==> config.mk <==
export PLATFORM = sky130hd
export DESIGN_NAME = shift_add_sched
export DESIGN_NICKNAME = d
export VERILOG_FILES = /design/src/rtl/shift_add_sched.sv
export SDC_FILE = /design/constraint.sdc
export NUM_CORES = 1
export LEC_CHECK = 0
export BUFFER_PORTS_ARGS = -buffer_cell sky130_fd_sc_hd__buf_2
export CAP_MARGIN = 40
export CELL_PAD_IN_SITES_DETAIL_PLACEMENT = 1
export CELL_PAD_IN_SITES_GLOBAL_PLACEMENT = 1
export CORE_MARGIN = 1.5
export CORE_UTILIZATION = 30
export CTS_BUF_LIST = sky130_fd_sc_hd__clkbuf_8
export DETAILED_ROUTE_END_ITERATION = 6
export PLACE_DENSITY_LB_ADDON = 0.1
export REMOVE_ABC_BUFFERS = 1
export SLEW_MARGIN = 15
export SYNTH_ARGS = -nofsm -noshare
export SYNTH_HDL_FRONTEND = slang
export SYNTH_SLANG_ARGS = --single-unit
==> constraint.sdc <==
create_clock -name clk -period 4.2 [get_ports clk]
set_input_delay 0.63 -clock clk [delete_from_list [all_inputs] [get_ports clk]]
set_output_delay 0.63 -clock clk [all_outputs]
set_load 0.02 [all_outputs]
==> src/rtl/shift_add_sched.sv <==
// Round-robin scheduler sharing one iterative signed shift-add datapath
// (acc <= acc + (acc >>> SHIFT), repeated per-job iter times) between two requesters.
// Latency: result valid iter edges after accept; backpressure holds DONE until res_ready.
//
// Ports:
//   clk, rst            clock (rising edge), asynchronous active-high reset
//   reqN_valid/ready    job handshake for requester N (ready only in IDLE, for the granted N)
//   reqN_data/iter      signed operand and iteration count for requester N
//   res_valid/ready     result handshake
//   res_data/res_id     signed result and the requester that owns it
module shift_add_sched #(
    parameter int DATA_W = 32,
    parameter int SHIFT  = 4,
    parameter int CNT_W  = 4
) (
    input  logic              clk,
    input  logic              rst,
    input  logic              req0_valid,
    output logic              req0_ready,
    input  logic [DATA_W-1:0] req0_data,
    input  logic [CNT_W-1:0]  req0_iter,
    input  logic              req1_valid,
    output logic              req1_ready,
    input  logic [DATA_W-1:0] req1_data,
    input  logic [CNT_W-1:0]  req1_iter,
    output logic              res_valid,
    input  logic              res_ready,
    output logic [DATA_W-1:0] res_data,
    output logic              res_id
);

    typedef enum logic [1:0] {IDLE, RUN, DONE} state_t;

    state_t                    state_q, state_d;
    logic signed [DATA_W-1:0]  acc_q, acc_d;
    logic [CNT_W-1:0]          cnt_q, cnt_d;
    logic                      id_q, id_d;
    logic                      last_grant_q, last_grant_d;
    logic                      gnt0, gnt1;

    // A lone requester always wins; on contention the one not served last wins.
    assign gnt0 = req0_valid && (!req1_valid || last_grant_q);
    assign gnt1 = req1_valid && (!req0_valid || !last_grant_q);

    // rst gating keeps readies low while reset is held (state already reads IDLE then).
    assign req0_ready = (state_q == IDLE) && gnt0 && !rst;
    assign req1_ready = (state_q == IDLE) && gnt1 && !rst;

    assign res_valid = (state_q == DONE);
    assign res_data  = acc_q;
    assign res_id    = id_q;

    always_comb begin
        state_d      = state_q;
        acc_d        = acc_q;
        cnt_d        = cnt_q;
        id_d         = id_q;
        last_grant_d = last_grant_q;
        case (state_q)
            IDLE: begin
                if (req0_ready) begin
                    acc_d   = req0_data;
                    cnt_d   = req0_iter;
                    id_d    = 1'b0;
                    state_d = (req0_iter == '0) ? DONE : RUN;
                end else if (req1_ready) begin
                    acc_d   = req1_data;
                    cnt_d   = req1_iter;
                    id_d    = 1'b1;
                    state_d = (req1_iter == '0) ? DONE : RUN;
                end
            end
            RUN: begin
                // Arithmetic shift floors toward -inf; the add wraps at DATA_W bits.
                acc_d = acc_q + (acc_q >>> SHIFT);
                cnt_d = cnt_q - CNT_W'(1);
                if (cnt_q == CNT_W'(1)) begin
                    state_d = DONE;
                end
            end
            DONE: begin
                if (res_ready) begin
                    state_d      = IDLE;
                    last_grant_d = id_q;
                end
            end
            default: state_d = IDLE;
        endcase
    end

    always_ff @(posedge clk or posedge rst) begin
        if (rst) begin
            state_q      <= IDLE;
            acc_q        <= '0;
            cnt_q        <= '0;
            id_q         <= 1'b0;
            last_grant_q <= 1'b1;
        end else begin
            state_q      <= state_d;
            acc_q        <= acc_d;
            cnt_q        <= cnt_d;
            id_q         <= id_d;
            last_grant_q <= last_grant_d;
        end
    end

endmodule

* Yosys cells after proc, flatten, opt, wreduce, memory -nomap -nowiden
Index checks and enable logic that the tools add are counted.
W data, S select, Z words.
** Word-level totals
- Flip-flop bits (word level) :: 40
- Input port bits :: 77
- Output and inout bits :: 36
- Word-level logic and storage cells :: 49
** Cells by class
- Add/subtract/negate cells :: 2
- Equality and inequality tests :: 6
- Multiplexer cells :: 15
- Reductions and logical operators :: 21
** Operators by type and width (count)
- $mux W32 :: 2
- $pmux W32 S2 :: 1
- $add A32 B28 Y32 :: 1
- $mux W2 :: 6
- $logic_not A4 Y1 :: 2
- $mux W4 :: 2
- $pmux W4 S2 :: 1
- $logic_and A1 B1 Y1 :: 6
- $pmux W2 S3 :: 1
- $reduce_and A2 Y1 :: 3
- $eq A4 B1 Y1 const B :: 1
- $logic_not A1 Y1 :: 4
- $reduce_bool A2 Y1 :: 2
- $sub A4 B1 Y4 const B :: 1
- $ne A3 B3 Y1 const B :: 1
- $reduce_and A3 Y1 :: 1
- $eq A2 B1 Y1 const B :: 1
- $eq A2 B2 Y1 const B :: 1
- $logic_not A2 Y1 :: 1
- $logic_or A1 B1 Y1 :: 2
- $mux W1 :: 2
- $ne A2 B1 Y1 const B :: 1
- $ne A2 B2 Y1 const B :: 1

* Depth between registers and ports, before layout
Gate-level depths: netlist of run 1.
- Word-level depth :: 8
- Gate-level depth with buffers :: 10
- Depth with buffers taken out :: 10

* Worst setup path after synthesis of run 1
OpenSTA, ideal clock, no wires.
- Path kind :: register to register
- Start point :: reg acc_q[0], in the netlist res_data[0]
- End point :: reg acc_q[26], in the netlist res_data[26]
- Library setup time :: 0.136 ns
- Data arrival time :: 2.409 ns
- Required time :: 4.064 ns
- Setup slack :: 1.655 ns
- Cell stages (with the launch flop) :: 11
- Buffers on the path :: 0
- Clock period less this slack :: 2.545 ns
- Cells stage by stage :: dfrtp_1 ha_1 fa_1 a21oi_1 nor2_1 o2111ai_2 a211oi_2 o31ai_1 a21oi_1 mux2i_1 o311ai_1
** On the way
- Cells in the longest elaborated chain, start to end :: 2
** Ends and longest elaborated chain
- start, declared :: RTL line 35 : logic signed [DATA_W-1:0] acc_q, acc_d;
- start signal, assigned :: RTL line 94 : acc_q <= '0;
- start signal, assigned :: RTL line 100 : acc_q <= acc_d;
- $add A32 B28 Y32 :: RTL line 75 : acc_d = acc_q + (acc_q >>> SHIFT);
- $pmux W32 S2 :: RTL line 59 : case (state_q)
No other way between the ends.
A chain may end at the register's enable or synchronous reset.

* Worst setup path in the final report of run 1
- Start point :: reg acc_q[4], in the netlist res_data[4]
- End point :: reg acc_q[26], in the netlist res_data[26]
Same word-level chain as after synthesis.

==> results of run 1 <==
sequential cells by signal, summed over array words and instances (netlist names):
register / cells
last_grant_q: 1
state_q: 2
res_data: 32
cnt_q: 4
res_id: 1
layout make-up:
class	instances	area, um^2	share of cell area
clock buffers	5	68.8	0.0142
clock inverters	3	46.3	0.00957
inverters	11	41.3	0.00854
multi-input cells	438	2850	0.589
flip-flops and latches	40	1000	0.207
well taps	176	220	0.0455
repair buffers	117	611	0.126
routing by layer:
metal | up-vias | share of wire
li1 | 2091 | -
met1 | 2052 | 0.49
met2 | 79 | 0.47
met3 | 8 | 0.032
met4 | 0 | 0.0076
met5 | - | 0
stage by stage:
step                      setup WS [ps]  hold WS, ps  power (mW)   util
after floorplan                    1040          507        3.83      -
after global placement             1310          497        4.80  0.355
after detailed placement           1220          505        4.91  0.356
after CTS                          1230          478        5.29  0.365
after global routing               1010          494        5.82  0.365
final                              1260          455        5.26  0.365
report_power, final:
part	total (mW)	switching, mW	internal, mW
combinational	4.03	2.40	1.63
sequential	0.877	0.276	0.601
clock	0.351	0.172	0.180
critical path: stages (launching register included):
cell and delay (ps):
dfrtp_1 440, ha_1 250, fa_1 410, a21oi_1 200, nor2_1 100, o2111ai_2 260, a211oi_2 140, o31ai_1 550
a21oi_1 180, mux2i_1 180, o311ai_1 110
placed cells by master, fill, tap and decap left out, types with 5 or more instances in the layout:
cell type    n
o21bai_1     5
a21o_1      16
buf_2      112
nand2_1     94
o211ai_1     5
dfrtp_1     39
ha_1        33
xor2_1       9
o21ai_0     31
a311o_1     26
nand3_1     13
nand4_1      7
a21oi_1     37
o21ai_1     19
inv_1       10
clkbuf_8     5
xnor2_1     15
nor2_1      52
cells by family (layout without fill, tap and decap cells):
logic type,after synthesis,in the layout,synth area share
AOI/OAI and AO/OA,184,184,0.323
xor gates and xnor gates,24,24,0.0515
adders and majority gates,34,34,0.106
buffers and inverters,42,136,0.0592
DFF,40,40,0.246
muxes,6,6,0.0153
and+or+nand+nor,190,190,0.199
worst paths after layout:
check                            startpoint      endpoint  slack, ps  depth (start not counted)
worst min register to register       res_id        res_id        520                          1
worst min-delay path                    rst        res_id        450                          3
min in group clk                     res_id        res_id        520                          1
worst max-delay path            res_data[4]  res_data[26]       1260                         10
worst max register to register  res_data[4]  res_data[26]       1260                         10
max in group asynchronous               rst  res_data[16]       3350                          3
==> impl_metrics.env, run 1 <==
export IMPL_status="complete, no violations"
export IMPL_clk_latency_ps=310
export IMPL_postRouteAntennaNets=0
export IMPL_ys_flop_type="dfrtp_1"
export IMPL_netlist_instances=520
export IMPL_synth_cell_types=63
export IMPL_clock_sinks=40
export IMPL_cp_max_fo=4
export IMPL_grt_max_degree=41
export IMPL_ctsHoldBuffers=0
export IMPL_place_inst=782
export IMPL_fmax_ghz=0.340
export IMPL_numCtsBuffers=5
export IMPL_yosys_top_cells_area="dfrtp_1 (24%), ha_1 (10%), nand2_1 (8.6%)"
export IMPL_synth_yosys_warnings=0
export IMPL_worstPathArrival_ps=3140
export IMPL_cts_max_level=2
export IMPL_vias=4230
export IMPL_drt_iter0_drc=136
export IMPL_max_cap_violations=0
export IMPL_dr_pass1_iters=4
export IMPL_async_flop_share=1.00
export IMPL_initial_core_util=0.308
export IMPL_place_area_um2=4720
export IMPL_leakagePower_nw=2.23
export IMPL_final_layout_size_suffix_gt1_frac=0.249
export IMPL_rsz0062_at_grt="false"
export IMPL_die_x_um=120
export IMPL_grtUsageMet2=0.336
export IMPL_routed_wirelength_mm=13.6
export IMPL_grt_use_met3=0.0228
export IMPL_cts_root_buf="clkbuf_8"
export IMPL_rows=42
export IMPL_antenna_found_initial=0
export IMPL_post_cts_resized=0
export IMPL_port_buffers=112
export IMPL_use_met1=0.268
export IMPL_netlist_area_um2=4080
export IMPL_synth_seq_cells=40
export IMPL_slew_limit_headroom=0.447
export IMPL_syn_area_per_cell_um2=7.85
export IMPL_hold_path_class="input port to async pin"
export IMPL_cts_setup_buffers=0
export IMPL_finalCriticalPeriod_ps=2940
export IMPL_cts_tree="done"
export IMPL_fin_cells=790
export IMPL_area_growth_pct=18.5
export IMPL_ys_seq_area_frac=0.246
export IMPL_grt_overflow=0
export IMPL_clk_pin_slew_worst_paths_ps=100
export IMPL_fp_dieH_um=120
export IMPL_synth_common_cells="nand2_1 (94), nor2_1 (52), dfrtp_1 (39)"
export IMPL_fillCellCount=1675
export IMPL_finalInstanceArea_um2=4840
export IMPL_place_congestion=0.840
export IMPL_io_pins=113
export IMPL_synth_edf_count=0
export IMPL_die_area_um2=14300
export IMPL_grt_pass1_vias=4433
export IMPL_routed_via_density=5.35
export IMPL_antenna_cells=0
export IMPL_power_density_nw_per_um2=1090
export IMPL_grt_usage=0.196
export IMPL_dp_hpwl_mm=10.3
export IMPL_synth_most_common_cell="nand2_1"
export IMPL_worst_pin_slew_ps=824
export IMPL_skew_ps=11.1
export IMPL_critPathKind="register to register"
export IMPL_grt_pass1_wl_mm=22.9
export IMPL_yosysTopAreaCellShare=0.239
export IMPL_final_period_utilization=0.700
export IMPL_timing_setup_tns_ps=0
export IMPL_irDropWorstVdd_v=0.000367
export IMPL_hold_violations=0
export IMPL_grt_busiest_layer="met2"
export IMPL_cp_start_kind="register"
export IMPL_nNetsFinal=724
export IMPL_core_um2=13200
export IMPL_clockBufferDepth=2
export IMPL_required_ps=4390
export IMPL_wl_per_cell_um=17.2
export IMPL_yosys_area_top_type="dfrtp_1"
export IMPL_critPathCaptureType="register"
export IMPL_final_max_slew_viol_count=0
export IMPL_drc=0
export IMPL_finalSetupViolCount=0
Power figures use the tool's default switching activity.
==> run 2, diff against run 1 <==
Clock period 4.2 ns to 2.48 ns, I/O delays scaled along.
==> run 2 against run 1 <==
The run now ends with negative setup slack left. Global-route usage increased by 1.1 points. Setup slack lost 1300 ps. Clock-buffer cell count unchanged. Flip-flop and latch count unchanged. Clock skew shrank 3.3 ps. Non-clock buffer count rose by 53. Die area unchanged. First-iteration DRC count unchanged. Critical endpoint is now res_data[28].
==> impl_metrics.env, run 2 (synthesized netlist as in run 1, its figures left out) <==
export IMPL_grt_max_degree=66
export IMPL_io_pins=113
export IMPL_fp_dieH_um=120
export IMPL_cts_max_level=2
export IMPL_area_growth_pct=31.7
export IMPL_routed_via_density=5.30
export IMPL_fin_cells=843
export IMPL_core_um2=13200
export IMPL_largest_reg_flops=32
export IMPL_grt_overflow=0
export IMPL_slowest_stage="dfrtp_1"
export IMPL_vias=4464
export IMPL_critPathBufInv=2
export IMPL_fillCellCount=1690
export IMPL_final_cell_mix="buf_2 (112), nand2_1 (94), buf_4 (57), nor2_1 (51), dfrtp_1 (37)"
export IMPL_max_stage_delay_ps=420
export IMPL_path_common_cell="buf_4"
export IMPL_setup_slack_ps=-25.5
export IMPL_initial_core_util=0.308
export IMPL_cp_max_fo=4
export IMPL_hold_violations=0
export IMPL_status="finished, violations left"
export IMPL_worstReg2RegStart="res_data[4]"
export IMPL_rsz0062_at_grt="true"
export IMPL_grt_pass1_vias=4659
export IMPL_cp_start_kind="register"
export IMPL_regToRegSetupSlack_ps=-30
export IMPL_worstPathArrival_ps=2700
export IMPL_r2r_end="res_data[28]"
export IMPL_drt_iter0_drc=136
export IMPL_die_area_um2=14300
export IMPL_clk_latency_ps=330
export IMPL_clk_pin_slew_worst_paths_ps=90
export IMPL_violations="negative setup slack"
export IMPL_r2r_cells=11
export IMPL_grt_usage=0.207
export IMPL_dr_pass1_iters=4
export IMPL_worst_pin_slew_ps=877
export IMPL_place_congestion=0.834
export IMPL_final_common_cell="buf_2"
export IMPL_place_inst=834
export IMPL_clockBufferDepth=2
export IMPL_rows=42
export IMPL_postRouteAntennaNets=0
export IMPL_routed_wirelength_mm=14.6
export IMPL_skew_ps=7.78
export IMPL_max_cap_violations=0
export IMPL_antenna_found_initial=0
export IMPL_slew_limit_headroom=0.412
export IMPL_antenna_cells=0
export IMPL_die_x_um=120
export IMPL_hold_path_class="input port to async pin"
export IMPL_required_ps=2670
export IMPL_path_cells="buf_4 > ha_4 > nand3_1 > nor2_2 > o2111ai_4 > a211oi_4 > o22ai_1 > buf_4 > a21oi_2 > mux2i_1 > o311ai_1"
export IMPL_fmax_ghz=0.399
export IMPL_dp_hpwl_mm=11.0
export IMPL_cts_root_buf="clkbuf_8"
export IMPL_finalCriticalPeriod_ps=2510
export IMPL_critPathKind="register to register"
export IMPL_port_buffers=112
export IMPL_path_delay_family="compound AO/OA/AOI/OAI gates"
export IMPL_nNetsFinal=777
export IMPL_final_layout_size_suffix_gt1_frac=0.346
export IMPL_wl_per_cell_um=17.3
export IMPL_ctsHoldBuffers=0
export IMPL_final_max_slew_viol_count=0
export IMPL_cts_tree="done"
export IMPL_finalSetupViolCount=4
export IMPL_critPathCaptureType="register"
export IMPL_grt_pass1_wl_mm=23.7
export IMPL_clock_sinks=40
export IMPL_numCtsBuffers=5
export IMPL_drc=0
export IMPL_final_period_utilization=1.01
==> run 2: cell types whose count changed in the layout (fill, tap and decap cells not counted), sizes merged <==
cell      previous run  this run
bufinv               1         0
buf                117       170
inv                 11        12
clkinv               1         2
clkinvlp             1         0
==> run 2: timing repair <==
item,CTS,global route
endpoints found under the hold margin,0,0
pin swaps,6,11
buffers inserted,1,0
gates resized for setup,8,26
endpoints found under the setup margin,7,16
==> run 2: worst max path at each step <==
stage                            from      endpoint  slack, ps  cells past startpoint
after CTS                 res_data[0]  res_data[26]          1                     11
after floorplan            state_q[1]  res_data[27]       -490                      7
after detailed placement  res_data[0]  res_data[26]       -160                     11
final                     res_data[4]  res_data[28]        -30                     11
after global placement    res_data[0]  res_data[26]       -120                     11
after global routing      res_data[4]  res_data[30]       -180                     11
==> run 2: through the flow <==
stage | TNS, ps | util | hold WS [ps] | area, um^2 | setup slack, ps
finish | -42.8 | 0.406 | 213 | 5380 | -25.5
global route | -1120 | 0.406 | 252 | 5380 | -179
detailed placement | -531 | 0.386 | 509 | 5110 | -158
floorplan | -11760 | - | 507 | 3880 | -489
global placement | -300 | 0.386 | 492 | 5110 | -124
CTS | 0 | 0.395 | 216 | 5240 | 1.25
==> run 2: area by class of cell <==
class	instances	area [um^2]	share of cell area
Inverter	11	41.3	0.00768
Clock inverter	3	12.5	0.00233
Tap cell	176	220	0.0410
Multi-Input combinational cell	438	3020	0.562
Clock buffer	5	68.8	0.0128
Sequential cell	40	1000	0.187
Timing Repair Buffer	170	1010	0.188
==> run 2: tightest hold or removal path, stage by stage <==
cell,delay [ps]
buf_2,110
inv_1,50
buf_4,470
==> run 2: layer usage <==
metal,part of all wire,vias up,GRT usage
li1,-,2196,-
met1,0.48,2176,0.273
met2,0.48,79,0.357
met3,0.028,13,0.0266
met4,0.012,0,0.0506
met5,0,-,0
Power of run 2 is left out: the tool's default activity adds up to more than one toggle a clock period on the data nets, which glitch-free logic cannot reach.
